--- src/rtl/img2col_window_loader.sv ---
// img2col window loader: streams 5x5 image windows from a row-major image memory into a
// column-major window register file and hands each window to a downstream processor.
// Round 0 of each window row loads all 25 pixels; each later round loads only the new
// rightmost column into addresses 20..24.
module img2col_window_loader #(
    parameter int unsigned data_width  = 16,
    parameter int unsigned address_num = 5,
    parameter int unsigned img_w       = 28,
    parameter int unsigned img_h       = 28,
    parameter int unsigned mem_aw      = 10
) (
    input  logic                   clk,
    input  logic                   rst,
    input  logic                   frame_start,
    output logic                   mem_ren,
    output logic [mem_aw-1:0]      mem_raddr,
    input  logic [data_width-1:0]  mem_rdata,
    output logic                   wr_ctrl_g,
    output logic [address_num-1:0] adrs_in1,
    output logic [data_width-1:0]  wdata_g,
    output logic                   start,
    output logic [5:0]             round,
    input  logic                   r_ctrl_g,
    output logic                   busy,
    output logic                   frame_done
);

    localparam int unsigned WrW = (img_h > 2) ? $clog2(img_h) : 1;

    localparam logic [mem_aw-1:0]      ImgWAddr  = mem_aw'(img_w);
    localparam logic [mem_aw-1:0]      AddrOne   = mem_aw'(1);
    localparam logic [5:0]             LastRound = 6'(img_w - 5);
    localparam logic [WrW-1:0]         LastWr    = WrW'(img_h - 5);
    localparam logic [address_num-1:0] LastTgt   = address_num'(24);
    localparam logic [address_num-1:0] ColTgt    = address_num'(20);
    localparam logic [address_num-1:0] TgtOne    = address_num'(1);

    typedef enum logic [2:0] {
        StIdle,
        StStart,
        StFetch,
        StWaitPu,
        StDone
    } state_e;

    state_e                 state_q;
    logic [WrW-1:0]         wr_q;
    logic [5:0]             round_q;
    logic [2:0]             row_q;
    logic [mem_aw-1:0]      row_base_q;  // address of pixel (wr, 0)
    logic [mem_aw-1:0]      top_q;       // address of the top pixel of the column being read
    logic [mem_aw-1:0]      raddr_q;
    logic                   ren_q;
    logic [address_num-1:0] tgt_q;       // window address of the read issued this cycle
    logic [address_num-1:0] adrs_q;
    logic                   wr_ctrl_q;
    logic [data_width-1:0]  wdata_q;
    logic                   start_q;
    logic                   busy_q;
    logic                   done_q;
    logic                   seen_hi_q;

    logic [mem_aw-1:0] top_next;
    logic [mem_aw-1:0] base_next;

    // Running-adder address steps: next column top and next window-row base
    always_comb begin
        top_next  = top_q + AddrOne;
        base_next = row_base_q + ImgWAddr;
    end

    // Frame sequencer with registered outputs; read data is written one cycle after its read
    always_ff @(posedge clk or posedge rst) begin
        if (rst) begin
            state_q    <= StIdle;
            wr_q       <= '0;
            round_q    <= '0;
            row_q      <= '0;
            row_base_q <= '0;
            top_q      <= '0;
            raddr_q    <= '0;
            ren_q      <= 1'b0;
            tgt_q      <= '0;
            adrs_q     <= '0;
            wr_ctrl_q  <= 1'b0;
            wdata_q    <= '0;
            start_q    <= 1'b0;
            busy_q     <= 1'b0;
            done_q     <= 1'b0;
            seen_hi_q  <= 1'b0;
        end else begin
            start_q   <= 1'b0;
            done_q    <= 1'b0;
            wr_ctrl_q <= 1'b0;
            // Remember the last written pixel so wdata_g holds between writes
            if (wr_ctrl_q) begin
                wdata_q <= mem_rdata;
            end
            unique case (state_q)
                StIdle: begin
                    if (frame_start) begin
                        state_q    <= StStart;
                        start_q    <= 1'b1;
                        busy_q     <= 1'b1;
                        wr_q       <= '0;
                        round_q    <= '0;
                        row_base_q <= '0;
                    end
                end
                StStart: begin
                    state_q <= StFetch;
                    ren_q   <= 1'b1;
                    raddr_q <= row_base_q;
                    top_q   <= row_base_q;
                    row_q   <= '0;
                    tgt_q   <= '0;
                end
                StFetch: begin
                    wr_ctrl_q <= 1'b1;
                    adrs_q    <= tgt_q;
                    // Both round kinds end on window address 24
                    if (tgt_q == LastTgt) begin
                        ren_q     <= 1'b0;
                        seen_hi_q <= 1'b0;
                        state_q   <= StWaitPu;
                    end else begin
                        tgt_q <= tgt_q + TgtOne;
                        if (row_q == 3'd4) begin
                            row_q   <= '0;
                            raddr_q <= top_next;
                            top_q   <= top_next;
                        end else begin
                            row_q   <= row_q + 3'd1;
                            raddr_q <= raddr_q + ImgWAddr;
                        end
                    end
                end
                StWaitPu: begin
                    // Advance only after the processor has finished reading (high then low)
                    if (r_ctrl_g) begin
                        seen_hi_q <= 1'b1;
                    end else if (seen_hi_q) begin
                        seen_hi_q <= 1'b0;
                        row_q     <= '0;
                        if (round_q < LastRound) begin
                            round_q <= round_q + 6'd1;
                            state_q <= StFetch;
                            ren_q   <= 1'b1;
                            raddr_q <= top_next;
                            top_q   <= top_next;
                            tgt_q   <= ColTgt;
                        end else if (wr_q < LastWr) begin
                            wr_q       <= wr_q + WrW'(1);
                            round_q    <= '0;
                            row_base_q <= base_next;
                            raddr_q    <= base_next;
                            top_q      <= base_next;
                            tgt_q      <= '0;
                            ren_q      <= 1'b1;
                            state_q    <= StFetch;
                        end else begin
                            state_q <= StDone;
                            done_q  <= 1'b1;
                            busy_q  <= 1'b0;
                        end
                    end
                end
                StDone: begin
                    state_q <= StIdle;
                end
                default: begin
                    state_q <= StIdle;
                end
            endcase
        end
    end

    // Write data passes straight through from memory in the write cycle, held otherwise
    always_comb begin
        mem_ren    = ren_q;
        mem_raddr  = raddr_q;
        wr_ctrl_g  = wr_ctrl_q;
        adrs_in1   = adrs_q;
        wdata_g    = wr_ctrl_q ? mem_rdata : wdata_q;
        start      = start_q;
        round      = round_q;
        busy       = busy_q;
        frame_done = done_q;
    end

endmodule

--- config.mk ---
export PLATFORM = sky130hd
export DESIGN_NAME = img2col_window_loader
export DESIGN_NICKNAME = d
export VERILOG_FILES = /design/src/rtl/img2col_window_loader.sv
export SDC_FILE = /design/constraint.sdc
export NUM_CORES = 1
export LEC_CHECK = 0
export BUFFER_PORTS_ARGS = -buffer_cell sky130_fd_sc_hd__buf_2
export CAP_MARGIN = 20
export CORE_AREA = 2 2 89 125
export DETAILED_ROUTE_END_ITERATION = 12
export DIE_AREA = 0 0 91 127
export PLACE_DENSITY = 0.55
export SYNTH_ARGS = -nofsm -noshare
export SYNTH_HDL_FRONTEND = slang
export SYNTH_SLANG_ARGS = --single-unit
--- constraint.sdc ---
create_clock -name clk -period 2.4 [get_ports clk]
set_input_delay 0.24 -clock clk [delete_from_list [all_inputs] [get_ports clk]]
set_output_delay 0.24 -clock clk [all_outputs]
set_load 0.05 [all_outputs]
==> metrics.txt, run 1 <==
postcts setup bufs=0; wire length reported by the detailed router=between 10,000 and 15,000 um; number of max-cap violations=0; synthesized flop and latch total=between 70 and 80; Critical path origin=round[0]; placement row count=44; Final Instance Area=just under 5000 um2; clock transition at the registers of the reported paths=0.06 ns; aggregate global routing overflow=0; initial antenna violation count=0; initial core utilization=0.393; area post-placement=4600 um2; logic depth of the worst setup path including buffers=7; Yosys top cell area share=0.473; Gate Count Post-Synth=roughly 430; nets in the synthesized netlist=460; boundary pin count=62; Core ar.=10,300 um2; f_max=~0.46 GHz; type of destination of the critical path=register; WHS Path Cells=2; final clock skew=around 0.0078 ns; Detailed Place HPWL=between 7000 and 8000 um; clock tree from TritonCTS=done; 1st-pass router iterations=5; Unique masters post-synth=63; status=completed; wire length of the first global-routing pass=between 15,000 and 20,000 um; setup slack on the worst flop-to-flop path=~0.22 ns; Layout fillers=~1,000; die area=roughly 12,000 um2; clock insertion delay at the later pin of the skew report=between 0.3 and 0.4 ns; main area contributors after synthesis=sky130_fd_sc_hd__dfrtp_1 47%, sky130_fd_sc_hd__o21ai_0 6.3%, sky130_fd_sc_hd__mux2_2 5.0%; crit path to=mem_raddr[6]; most numerous cell in the Yosys netlist=sky130_fd_sc_hd__dfrtp_1; share of synthesized cell area in and, or, nand and nor gates=0.181; post-layout min period=2.18 ns; Post-synth EDFFs=0; synth cell count leaders=77 x sky130_fd_sc_hd__dfrtp_1, 51 x sky130_fd_sc_hd__o21ai_0, 50 x sky130_fd_sc_hd__nand2_1; adder-cell share of the synthesized area=0.0276; height of the die=approximately 130 um; classification of the worst setup path=register to register; number of design rule violations left after detail routing=0; xor and xnor fraction of the mapped netlist area=0.0258; vias per std cell=approximately 5.4; worst slew margin relative to its limit=0.590; Inserted Diodes=0; Mapped Avg Cell Area=roughly 9.4 um2; final setup fails=0; mean routed wirelength per cell=around 16 um; total number of vias=about 3,500; fraction of final layout cells with drive strength greater than 1=0.248; Clock Sinks=77; netlist area before placement=4070 um2; # nets final=roughly 530; Crit path max-delay family=compound AO/OA/AOI/OAI gates; delay of the slowest cell on the worst path=around 0.42 ns; start of the worst register-to-register path=round[0]; final critical-path share of the clock period=0.907; flip-flop cell with the highest count after synthesis=sky130_fd_sc_hd__dfrtp_1; detailed router's first-iteration violation count=160; slowest stage cell on the critical path=sky130_fd_sc_hd__dfrtp_1; overall global routing resource usage=0.182; largest net degree at the start of global routing=52; post-synthesis async set-or-reset flop share=1.00; Arrival @ worst endpoint=roughly 2.4 ns; RSZ-0062 raised after global routing=false; count of input and output buffers=between 60 and 70; Hold Path Class=input port to register; number of nets with antenna violations after routing=0; share of synthesized area occupied by flip-flops and latches=0.473; final-layout setup total negative slack=0 ns; reg2reg end=mem_raddr[6]; vias in the first global route=3,329; TritonCTS Buffers=9; areal power density over the cells=around 1200 nW/um2; clock tree root buffer cell=sky130_fd_sc_hd__clkbuf_16; Worst Reg2Reg Path Length in Cells=7; Final Max Slew Viols=0; area fraction in compound gates after synthesis=0.200; largest family of logic cells by synthesized area=compound AO/OA/AOI/OAI gates; gpl congestion=between 0.9 and 1; total leakage power=between 2 and 2.5 nW; die boundary width=between 90 and 100 um; buffers and inverters on the worst path=0; post-synth top area cell=sky130_fd_sc_hd__dfrtp_1; synth-to-layout area growth=20.8%; required time of the critical path=roughly 2.6 ns; slew of the pin with the lowest slew margin=a little over 0.6 ns; H-tree depth reported by CTS=3; worst vdd ir=about 0.41 mV; share of synthesized area spent on multiplexers=0.0522; CP max FO=5; crit start category=register; maximum clock insertion buffer count=2; crit path cell chain=ha_1 -> a211oi_2 -> a211oi_1 -> o21ai_0 -> o221ai_2 -> a2111oi_1 -> nor3_1; final hold vios=0; number of warning messages in the yosys log=0
[final cells by class]
class / count / area, um2 / share of cell area
Clock buffer: 9 / 225 / 0.0458
Multi-Input combinational cell: 317 / 2000 / 0.406
Tap cell: 138 / 173 / 0.0351
Timing Repair Buffer: 80 / 463 / 0.0941
Inverter: 18 / 68.8 / 0.0140
Sequential cell: 77 / 1930 / 0.392
Clock inverter: 7 / 66.3 / 0.0135
[layer usage]
| metal | up-vias | part of all wire | track usage |
|---|---|---|---|
| li1 | 1700 | - | - |
| met4 | 0 | 0.032 | 0.105 |
| met3 | 22 | 0.039 | 0.0224 |
| met1 | 1664 | 0.43 | 0.224 |
| met2 | 101 | 0.50 | 0.306 |
| met5 | - | 0 | 0 |
[how the worst min path moves through the flow]
stage,from,endpoint,slack (ns)
final,mem_rdata[11],wdata_q[11],0.15
after global routing,mem_rdata[11],wdata_q[11],0.15
after CTS,mem_rdata[11],wdata_q[11],0.15
after detailed placement,rst,wdata_q[14],0.28
after global placement,rst,wdata_q[14],0.27
after floorplan,r_ctrl_g,seen_hi_q,0.38
[flip-flops by register name, summed over array words and instances (netlist names), 3 cells and up]
| signal | cells |
|---|---|
| wdata_q | 16 |
| mem_raddr | 10 |
| top_q | 10 |
| row_base_q | 8 |
| round | 6 |
| adrs_in1 | 5 |
| tgt_q | 5 |
| wr_q | 5 |
| row_q | 3 |
| state_q | 3 |
[where the power goes]
group	total, W	internal, W	switching (W)
Sequential	0.00207	0.00171	0.000360
Combinational	0.00256	0.000851	0.00171
Clock	0.00132	0.000798	0.000526
[cells by family (layout without fill, tap and decap cells)]
group | after synthesis | in the layout
muxes | 19 | 19
adders and majority gates | 9 | 9
DFF | 77 | 77
buffers and inverters | 37 | 114
and+or+nand+nor | 149 | 149
xor gates and xnor gates | 12 | 12
AOI/OAI and AO/OA | 128 | 128
[per-stage QoR]
stage	util	std cells	setup slack (ns)	hold slack (ns)	power, W
after floorplan	-	431	0.136	0.380	0.00395
after global placement	0.445	629	0.203	0.274	0.00462
after detailed placement	0.445	629	0.114	0.280	0.00465
after CTS	0.474	646	0.107	0.146	0.00600
after global routing	0.475	646	0.0621	0.154	0.00636
final	0.475	646	0.222	0.151	0.00596
[cell usage in the layout (no fill, tap or decap), drive strengths merged, types with 5 or more instances in the layout]
cell type / netlist / layout
a21o: 6 / 6
a21oi: 16 / 16
a31oi: 9 / 9
and2: 5 / 5
buf: 11 / 79
clkbuf: 8 / 9
clkinv: 0 / 6
dfrtp: 77 / 77
ha: 9 / 9
inv: 18 / 17
mux2: 18 / 18
nand2: 50 / 50
nand2b: 7 / 7
nand3: 21 / 21
nand4: 7 / 7
nor2: 29 / 29
nor3: 7 / 7
o21a: 5 / 5
o21ai: 54 / 54
o31ai: 6 / 6
xor2: 10 / 10
[what timing repair did]
action	4_1_cts	5_1_grt
endpoints found under the hold margin	26	0
resized for setup	0	5
hold buffers	1	0
setup endpoints to repair	0	8
Power figures use the tool's default switching activity.
==> run 2, diff against run 1 <==
CORE_AREA = 2 2 76 107   (was 2 2 89 125)
DIE_AREA = 0 0 78 109   (was 0 0 91 127)
PLACE_DENSITY = 0.73   (was 0.55)
==> metrics.txt, run 2 (synthesized netlist as in run 1, its figures left out) <==
start of the worst register-to-register path=round[0]; count of input and output buffers=61 (unchanged); number of nets with antenna violations after routing=0 (unchanged); final critical-path share of the clock period=0.931 (+0.0239); aggregate global routing overflow=0 (unchanged); boundary pin count=62 (unchanged); final clock skew=0.0120 ns (+0.00420 ns); leading cell type in the layout, fill and taps excluded=sky130_fd_sc_hd__dfrtp_1; postcts setup bufs=0 (unchanged); Arrival @ worst endpoint=2.48 ns (+0.10 ns); clock tree root buffer cell=sky130_fd_sc_hd__clkbuf_8; slew of the pin with the lowest slew margin=0.646 ns (+0.0311 ns); setup slack on the worst flop-to-flop path=0.16 ns (-0.06 ns); height of the die=109 um (-14%); detailed router's first-iteration violation count=149 (-6.9%); Worst Reg2Reg Path Length in Cells=8 (+1); total number of vias=3,541 (+1.5%); final hold vios=0 (unchanged); fraction of final layout cells with drive strength greater than 1=0.246 (-0.00194); Final Max Slew Viols=0 (unchanged); Layout Utilization=0.632 (+0.157); overall global routing resource usage=0.246 (+0.0647); commonest cells after routing, fill and taps aside=77 x sky130_fd_sc_hd__dfrtp_1, 61 x sky130_fd_sc_hd__buf_2, 51 x sky130_fd_sc_hd__o21ai_0; final setup fails=0 (unchanged); GRT met3 Usage=0.0323 (+0.00988); RSZ-0062 raised after global routing=false; crit path to=mem_raddr[6]; H-tree depth reported by CTS=3 (unchanged); number of max-cap violations=0 (unchanged); Most flops, register=wdata_q; Core ar.=7610 um2 (-26%); wire length of the first global-routing pass=16,200 um (-3.3%); classification of the worst setup path=register to register; vias per std cell=5.79 (+7.2%); Hold Path Class=input port to register; reg2reg end=mem_raddr[6]; post-layout instance count excluding filler cells=612 (-5.3%); crit start category=register; placement row count=38 (-14%); met1 layer usage reported by global route=0.291 (+0.0662); # nets final=536 (+0.75%); clock tree from TritonCTS=done; post-layout min period=2.24 ns (+0.0574 ns); wire length reported by the detailed router=9840 um (-3.4%); 1st-pass router iterations=5 (unchanged); TritonCTS Buffers=9 (unchanged); gpl congestion=0.891 (-2.8%); areal power density over the cells=1170 nW/um2 (-3.4%); die boundary width=78 um (-14%); synth-to-layout area growth=18.1%; number of flip-flops in the largest register=16 (unchanged); met2 global-route usage=0.434 (+0.128); mean routed wirelength per cell=16.1 um (+2.0%); DP Cell Count=595 (-5.4%); clock transition at the registers of the reported paths=0.08 ns (+0.02 ns); CP max FO=5 (unchanged); required time of the critical path=2.64 ns (+0.03 ns); f_max=0.447 GHz (-2.6%); type of destination of the critical path=register; Inserted Diodes=0 (unchanged); initial core utilization=0.535 (+0.142); initial antenna violation count=0 (unchanged); largest net degree at the start of global routing=43 (-17%); worst slew margin relative to its limit=0.570 (-0.0207); die area=8500 um2 (-26%); Detailed Place HPWL=7310 um (-3.3%); Clock Sinks=77 (unchanged); vias in the first global route=3,385 (+1.7%); Critical path origin=round[0]; highest-utilization routing layer at the global route stage=met2; worst vdd ir=0.771 mV (+89%); number of design rule violations left after detail routing=0 (unchanged); Layout fillers=681 (-34%); status=completed; maximum clock insertion buffer count=2 (unchanged); total leakage power=2.28 nW (-1.2%); final-layout setup total negative slack=0 ns (unchanged); clock insertion delay at the later pin of the skew report=0.37 ns (+0.03 ns)
run 2: stage by stage:
| stage | area (um2) | setup WS (ns) | hold WS [ns] | total power, W |
|---|---|---|---|---|
| 5_1_grt | 4810 | 0.0583 | 0.111 | 0.00601 |
| 2_1_floorplan | 4070 | 0.136 | 0.380 | 0.00395 |
| 4_1_cts | 4800 | 0.0875 | 0.116 | 0.00564 |
| 3_5_place_dp | 4600 | 0.107 | 0.183 | 0.00466 |
| 3_3_place_gp | 4600 | 0.137 | 0.177 | 0.00458 |
| 6_report | 4810 | 0.165 | 0.115 | 0.00562 |
run 2: worst min path at each step:
stage	from	to	slack, ns	cells after the start
6_report	mem_rdata[15]	wdata_q[15]	0.11	2
5_1_grt	mem_rdata[4]	wdata_q[4]	0.11	2
4_1_cts	mem_rdata[1]	wdata_q[1]	0.12	2
3_5_place_dp	rst	wdata_q[6]	0.18	2
3_3_place_gp	rst	wdata_q[6]	0.18	2
2_1_floorplan	r_ctrl_g	seen_hi_q	0.38	1
run 2: metal layers:
metal,routed length [um],vias to the layer above
li1,-,1708
met1,4100,1710
met2,5010,102
met3,403,21
met4,320,0
met5,0,-
run 2: critical path, cell delays in order, from the launching register on:
cell and delay, ns:
sky130_fd_sc_hd__dfrtp_1 0.42, sky130_fd_sc_hd__ha_1 0.27, sky130_fd_sc_hd__a211oi_2 0.28, sky130_fd_sc_hd__buf_4 0.15
sky130_fd_sc_hd__a211oi_1 0.03, sky130_fd_sc_hd__o21ai_0 0.15, sky130_fd_sc_hd__o221ai_1 0.21, sky130_fd_sc_hd__a2111oi_0 0.50
sky130_fd_sc_hd__nor3_1 0.10
run 2: cell type report:
class	instances	area, um2	share of cell area
Timing Repair Buffer	84	505	0.105
Clock inverter	4	47.5	0.00989
Inverter	18	68.8	0.0143
Tap cell	100	125	0.0260
Sequential cell	77	1930	0.401
Multi-Input combinational cell	317	1990	0.414
Clock buffer	12	145	0.0302
run 2: repair_timing:
| action | 4_1_cts | 5_1_grt |
|---|---|---|
| hold buffers | 1 | 0 |
| endpoints found under the hold margin | 12 | 0 |
| gates resized for setup | 0 | 2 |
| setup endpoints to repair | 0 | 6 |
run 2: power by group:
| part | leakage [nW] | internal, W | switching [W] |
|---|---|---|---|
| logic | 1.23 | 0.000874 | 0.00170 |
| clock network | 0.0964 | 0.000506 | 0.000470 |
| registers | 0.959 | 0.00171 | 0.000364 |
| total | 2.28 | 0.00309 | 0.00253 |
